[src/rtl/pattern_animator.sv]
// rtl/pattern_animator.sv - Q10.4 pattern position/direction animator with edge bounce
// Advances the pattern once per unpaused vsync rising edge and reports wall bounces.
module pattern_animator #(
   parameter int SCREEN_W = 640,
   parameter int SCREEN_H = 480,
   parameter int OBJ_W    = 32,
   parameter int OBJ_H    = 32,
   parameter int X_INIT   = 100,
   parameter int Y_INIT   = 50
) (
   input  logic        clk,
   input  logic        rst,
   input  logic        vsync,
   input  logic        paused,
   input  logic [11:0] step_size,
   input  logic        restart,
   output logic [9:0]  pos_x,
   output logic [9:0]  pos_y,
   output logic        dir_x,
   output logic        dir_y,
   output logic        frame_tick,
   output logic [1:0]  bounce
);

   localparam logic [14:0] X_MAX = 15'((SCREEN_W - OBJ_W) << 4);
   localparam logic [14:0] Y_MAX = 15'((SCREEN_H - OBJ_H) << 4);
   localparam logic [13:0] X_RST = 14'(X_INIT << 4);
   localparam logic [13:0] Y_RST = 14'(Y_INIT << 4);

   logic [13:0] px_q, py_q;
   logic        dir_x_q, dir_y_q;
   logic        vsync_q;
   logic        frame_tick_q;
   logic [1:0]  bounce_q;
   logic        tick;
   logic [15:0] x_d, y_d;

   // Returns {bounced, new_dir, new_pos}; 15-bit math keeps pos + 4095 from wrapping.
   function automatic logic [15:0] step_axis(input logic [13:0] p, input logic d,
                                             input logic [11:0] s, input logic [14:0] maxv);
      logic [14:0] sum;
      sum = {1'b0, p} + {3'b000, s};
      if (!d) begin
         if (sum >= maxv) step_axis = {1'b1, 1'b1, maxv[13:0]};
         else             step_axis = {1'b0, 1'b0, sum[13:0]};
      end else begin
         if ({1'b0, p} <= {3'b000, s}) step_axis = {1'b1, 1'b0, 14'd0};
         else                          step_axis = {1'b0, 1'b1, p - {2'b00, s}};
      end
   endfunction

   assign tick = vsync & ~vsync_q & ~paused;

   always_comb begin
      x_d = step_axis(px_q, dir_x_q, step_size, X_MAX);
      y_d = step_axis(py_q, dir_y_q, step_size, Y_MAX);
   end

   always_ff @(posedge clk or posedge rst) begin
      if (rst) begin
         px_q         <= X_RST;
         py_q         <= Y_RST;
         dir_x_q      <= 1'b0;
         dir_y_q      <= 1'b0;
         vsync_q      <= 1'b1;
         frame_tick_q <= 1'b0;
         bounce_q     <= 2'b00;
      end else begin
         vsync_q <= vsync;
         if (restart) begin
            px_q         <= X_RST;
            py_q         <= Y_RST;
            dir_x_q      <= 1'b0;
            dir_y_q      <= 1'b0;
            frame_tick_q <= 1'b0;
            bounce_q     <= 2'b00;
         end else if (tick) begin
            px_q         <= x_d[13:0];
            dir_x_q      <= x_d[14];
            py_q         <= y_d[13:0];
            dir_y_q      <= y_d[14];
            frame_tick_q <= 1'b1;
            bounce_q     <= {y_d[15], x_d[15]};
         end else begin
            frame_tick_q <= 1'b0;
            bounce_q     <= 2'b00;
         end
      end
   end

   assign pos_x      = px_q[13:4];
   assign pos_y      = py_q[13:4];
   assign dir_x      = dir_x_q;
   assign dir_y      = dir_y_q;
   assign frame_tick = frame_tick_q;
   assign bounce     = bounce_q;

endmodule

[config.mk]
export PLATFORM = sky130hd
export DESIGN_NAME = pattern_animator
export DESIGN_NICKNAME = d
export VERILOG_FILES = /design/src/rtl/pattern_animator.sv
export SDC_FILE = /design/constraint.sdc
export NUM_CORES = 1
export LEC_CHECK = 0
export ABC_AREA = 1
export CAP_MARGIN = 10
export CORE_UTILIZATION = 64
export DETAILED_ROUTE_END_ITERATION = 8
export GPL_TIMING_DRIVEN = 0
export PLACE_DENSITY = 0.88
export RECOVER_POWER = 100
export SLEW_MARGIN = 20
export SYNTH_ARGS = -nofsm -noshare
export SYNTH_HDL_FRONTEND = slang
export SYNTH_SLANG_ARGS = --single-unit
export TNS_END_PERCENT = 10
[constraint.sdc]
create_clock -name clk -period 4 [get_ports clk]
set_clock_uncertainty 0.05 [all_clocks]
set_input_delay 0.6 -clock clk [delete_from_list [all_inputs] [get_ports clk]]
set_output_delay 0.6 -clock clk [all_outputs]
set_load 0.01 [all_outputs]
==> results of run 1 <==
[flip-flops by register name, indices dropped and copies added (netlist names)]
signal / count
py_q: 14
dir_y: 1
px_q: 14
vsync_q: 1
dir_x: 1
frame_tick: 1
bounce: 2
[per-stage QoR]
stage,std cells,instance area [sq um],utilization (%),setup slack (ns)
after floorplan,701,4640,-,1.61
after global placement,838,5170,74.8,0.551
after detailed placement,838,5170,74.8,0.504
after CTS,846,5280,76.4,0.809
after global routing,846,5230,75.8,0.314
final,846,5230,75.8,0.510
[final timing paths]
path | startpoint | endpoint | slack (ns) | cells after the start
max in group asynchronous | rst | px_q[12] | 1.93 | 2
min reg2reg | px_q[9] | px_q[9] | 0.49 | 2
max | step_size[1] | py_q[6] | 0.51 | 11
min in group asynchronous | rst | px_q[5] | 1.09 | 2
max reg2reg | py_q[0] | py_q[6] | 1.02 | 12
min | px_q[9] | px_q[9] | 0.49 | 2
[per-layer routing]
metal / part of all wire, % / vias to the layer above / GRT usage, %
met1: 42 / 2238 / 45.4
met4: 3.1 / 0 / 13.4
met5: 0 / - / 0
li1: - / 2327 / -
met3: 6.6 / 42 / 5.59
met2: 49 / 225 / 65.1
[power by group]
part	total [mW]	leakage (nW)	switching (mW)	internal (mW)
sequential	0.382	0.443	0.0200	0.362
combinational	0.581	2.41	0.361	0.220
clock	0.343	0.0579	0.159	0.184
total	1.31	2.91	0.540	0.767
[worst reg2reg max path: stages (launching register included)]
cell and delay (ns):
dfrtp_1 0.36, inv_1 0.06, ha_1 0.22, fa_1 0.42
o21ai_0 0.41, nand2_1 0.17, o21bai_2 0.21, nand4_1 0.11
nand2_1 0.13, nand3_2 0.14, nor2_1 0.36, a21boi_0 0.19
nand2_1 0.10
[Yosys cell counts (3+ instances only)]
library cell | n | area [sq um]
fa_1 | 4 | 80.1
a21boi_0 | 3 | 22.5
nand2_2 | 8 | 50.1
o21bai_1 | 3 | 22.5
a31oi_1 | 7 | 43.8
buf_2 | 8 | 40.0
nand3b_1 | 3 | 22.5
dfrtp_1 | 27 | 676
nand2_1 | 188 | 706
o21ai_1 | 6 | 30.0
buf_4 | 30 | 225
a21o_1 | 3 | 22.5
a21oi_1 | 44 | 220
xnor2_1 | 4 | 35.0
xor2_1 | 31 | 272
inv_1 | 72 | 270
nand3_2 | 9 | 90.1
nand3_1 | 48 | 240
dfstp_2 | 7 | 184
nand4_1 | 9 | 56.3
nor2_2 | 5 | 31.3
clkbuf_1 | 3 | 11.3
o21ai_0 | 25 | 125
inv_2 | 16 | 60.1
nor3_1 | 6 | 30.0
a21oi_2 | 6 | 52.6
nor2_1 | 55 | 206
ha_1 | 48 | 601
[final cells by class]
cell class              count  area, sq um  share of cell area (%)
repair buffers             41          410                    7.84
inverters                  90          340                    6.50
clock buffers               5         68.8                    1.32
clock inverters             3         40.0                   0.765
plain buffers              42          288                    5.50
well taps                  96          120                    2.30
flip-flops and latches     34          860                    16.4
multi-input cells         535         3110                    59.3
[layout by cell type, fill, tap and decap left out, types with 5 or more instances in the layout]
cell             count
inv_2               16
nand4_1              9
buf_2                8
dfrtp_1             27
nand2_1            190
clkbuf_8             5
a31oi_1              7
clkdlybuf4s50_1     16
nand2_2              6
nor2_1              57
xor2_1              31
nand3_1             53
dlygate4sd3_1       25
o21ai_0             28
a21oi_2              6
inv_1               72
a21oi_1             44
nor3_1               6
ha_1                48
buf_4               30
[cells by family after synthesis]
kind of cell / Yosys count
compound gates: 107
xor+xnor: 36
fa+ha+maj: 52
buf+inv: 132
flops: 34
simple gates: 340
==> results.md, run 1 <==
Outcome:
- The flow ran to the end, and the final reports show no timing, DRC or antenna violations.

Routing:
- The overall via count from detail_route is between 4,000 and 5,000.
- The count of nets left with antenna violations once routing finished came out at 0.
- After detailed routing, the number of remaining DRC violations is 0.
- The routed design has 13,500 um of wire.
- The via density per instance is 5.71.
- The number of iterations in the first detailed-routing pass is 5.
- Dividing the detail-routed wire length by the instance count gives ~16 um.
- The number of design-rule violations left by the first detailed-router iteration is roughly 280.

Pwr:
- The peak ir drop on the vdd network is ~0.16 mV.
- After layout, the design draws a total of roughly 1.3 mW.
- Power spread over the standard cell area amounts to approximately 250 nW/um^2.
- The static leakage is between 2 and 3 nW.

Synth:
- Summing the areas of all compound-gate instances in the mapped netlist gives a little over an eighth of the synthesized area.
- Counting flops with a built-in enable in the synthesized netlist gives 0.
- After synthesis, the share of flip-flops with an asynchronous set or reset is 100%.
- After synthesis the cells add up to ~4600 sq um.
- Multiplexer cells account for 0% of the synthesized area.
- The synthesized netlist devotes around 15% of its cell area to adder and majority cells.
- After synthesis, the netlist uses 48 different library cells.
- After synthesis the netlist holds a flip-flop and latch count of 34.
- Sequential cells were found to cover between 10% and 20% of the synthesized design area.
- The post-synthesis share of cell area spent on xor and xnor gates is 6.96%.
- The most used flip-flop cell after synthesis is dfrtp_1.
- The synthesized netlist devotes 32.9% of its cell area to simple gates.
- Counting every instance in the synthesized netlist gives 701.
- Synthesis produced a netlist with a net count of 770.
- The dominant combinational cell family by area after synthesis is simple AND/OR/NAND/NOR gates.
- The average instance in the mapped netlist occupies about 6.6 sq um.
- The number of synthesis warnings is 0.

Placed design:
- The post-DP HPWL is roughly 11,000 um.
- At the end of routability-driven placement, the weighted congestion stood at between 0.9 and 1.
- The number of port buffers is 41.

Clocking:
- The count of instances resized after the clock tree is built is 0.
- Clock tree synthesis found a total of 34 sinks.
- Hold repair after CTS inserted 0 buffers.
- The maximum count of clock buffers along a single path is 2.
- TritonCTS built the clock tree.
- The clock buffer count from CTS is 5.
- At the later pin of the worst-skew pair, clock insertion delay measures approximately 0.31 ns.
- The number of setup buffers added after CTS is 0.
- The tree is rooted in a clkbuf_8.
- The clock tree synthesis step divided the H-tree into 2 levels.
- After clock tree synthesis, the clock-pin slew on the worst setup and hold paths is roughly 0.09 ns.

Global route:
- The initial antenna violation count is 0.
- The overflow left after global routing is 0.
- The first global-routing pass estimated roughly 22,000 um of wire.
- The global router's overall resource usage is between 30 and 40%.
- Entering global routing, the biggest net connects 35 pins.
- The via count of the first global-routing pass is 4,568.

Timing:
- The total count of hold-check failures in the final report is 0.
- Summed over all failing endpoints, the final setup total negative slack is 0 ns.
- The final critical-path share of the clock period is 87.2%.
- The minimum period implied by the final worst setup slack is around 3.5 ns.
- The final number of max-transition violations is 0.
- On the final layout, the worst hold slack is just under 0.5 ns.
- Measured against its own limit, the worst slew margin works out to approximately 3.3%.
- Setup repair after global routing left no endpoint under its margin.
- Static timing analysis puts the maximum clock frequency at approximately 0.29 GHz.
- The pin slew with the least headroom to its limit is 1.45 ns.
- Setup violations remaining at the end of the flow were counted as 0.

Worst setup path:
- The highest cell delay on the worst timing path is 0.74 ns.
- The critical path goes through dlygate4sd3_1 > fa_1 > o21ai_0 > nand2_1 > o21bai_2 > nand4_1 > nand2_1 > nand3_2 > nor2_1 > a21boi_0 > nand2_1.
- STA classifies the critical path endpoint as a flip-flop.
- The largest individual stage delay along the critical path comes from the cell dlygate4sd3_1.
- Counting stages on the worst path, the most repeated cell is nand2_1.
- The critical path's top delay family is simple AND/OR/NAND/NOR gates.
- The sort of element at the start of the critical path is an input port.
- The maximum fanout encountered on the critical timing path is 7.
- By startpoint and endpoint, the worst setup path is classified as input port to flip-flop.
- The worst path arrival time is 3.69 ns.
- The number of buffer and inverter stages on the critical path is 1.
- The worst endpoint required time is between 4 and 5 ns.

Finish:
- The growth of design area from synthesis to finish is 12.8%.
- The fraction of layout cells with a size suffix above 1 is between 10 and 15%.
- 0 antenna diodes ended up in the layout.
- The net count of the finished layout is 818.
- The layout filler cell count is roughly 590.

Floorplan:
- The floorplan step set the die height to about 87 um.
- The number of placed I/O pins is 42.
- The starting utilization of the core area is around 67%.
- The area of the core is 6910 sq um.
- The floorplan has 30 rows.
- The die area is ~7600 sq um.
- The floorplan die width is between 80 and 90 um.

Worst hold path:
- The worst hold path belongs to the class flip-flop to flip-flop.

Flow run:
- Max-cap violations in this run came to 0.
(Power assumes the default switching activity.)
==> run 2, diff against run 1 <==
--- a/config.mk
+++ b/config.mk
@@ -12,6 +12,7 @@
 export GPL_TIMING_DRIVEN = 0
 export PLACE_DENSITY = 0.88
 export RECOVER_POWER = 100
+export SETUP_SLACK_MARGIN = 0.5
 export SLEW_MARGIN = 20
 export SYNTH_ARGS = -nofsm -noshare
 export SYNTH_HDL_FRONTEND = slang
==> results of run 2 <==
Final layout, timing and power as in run 1 (identical DEF).
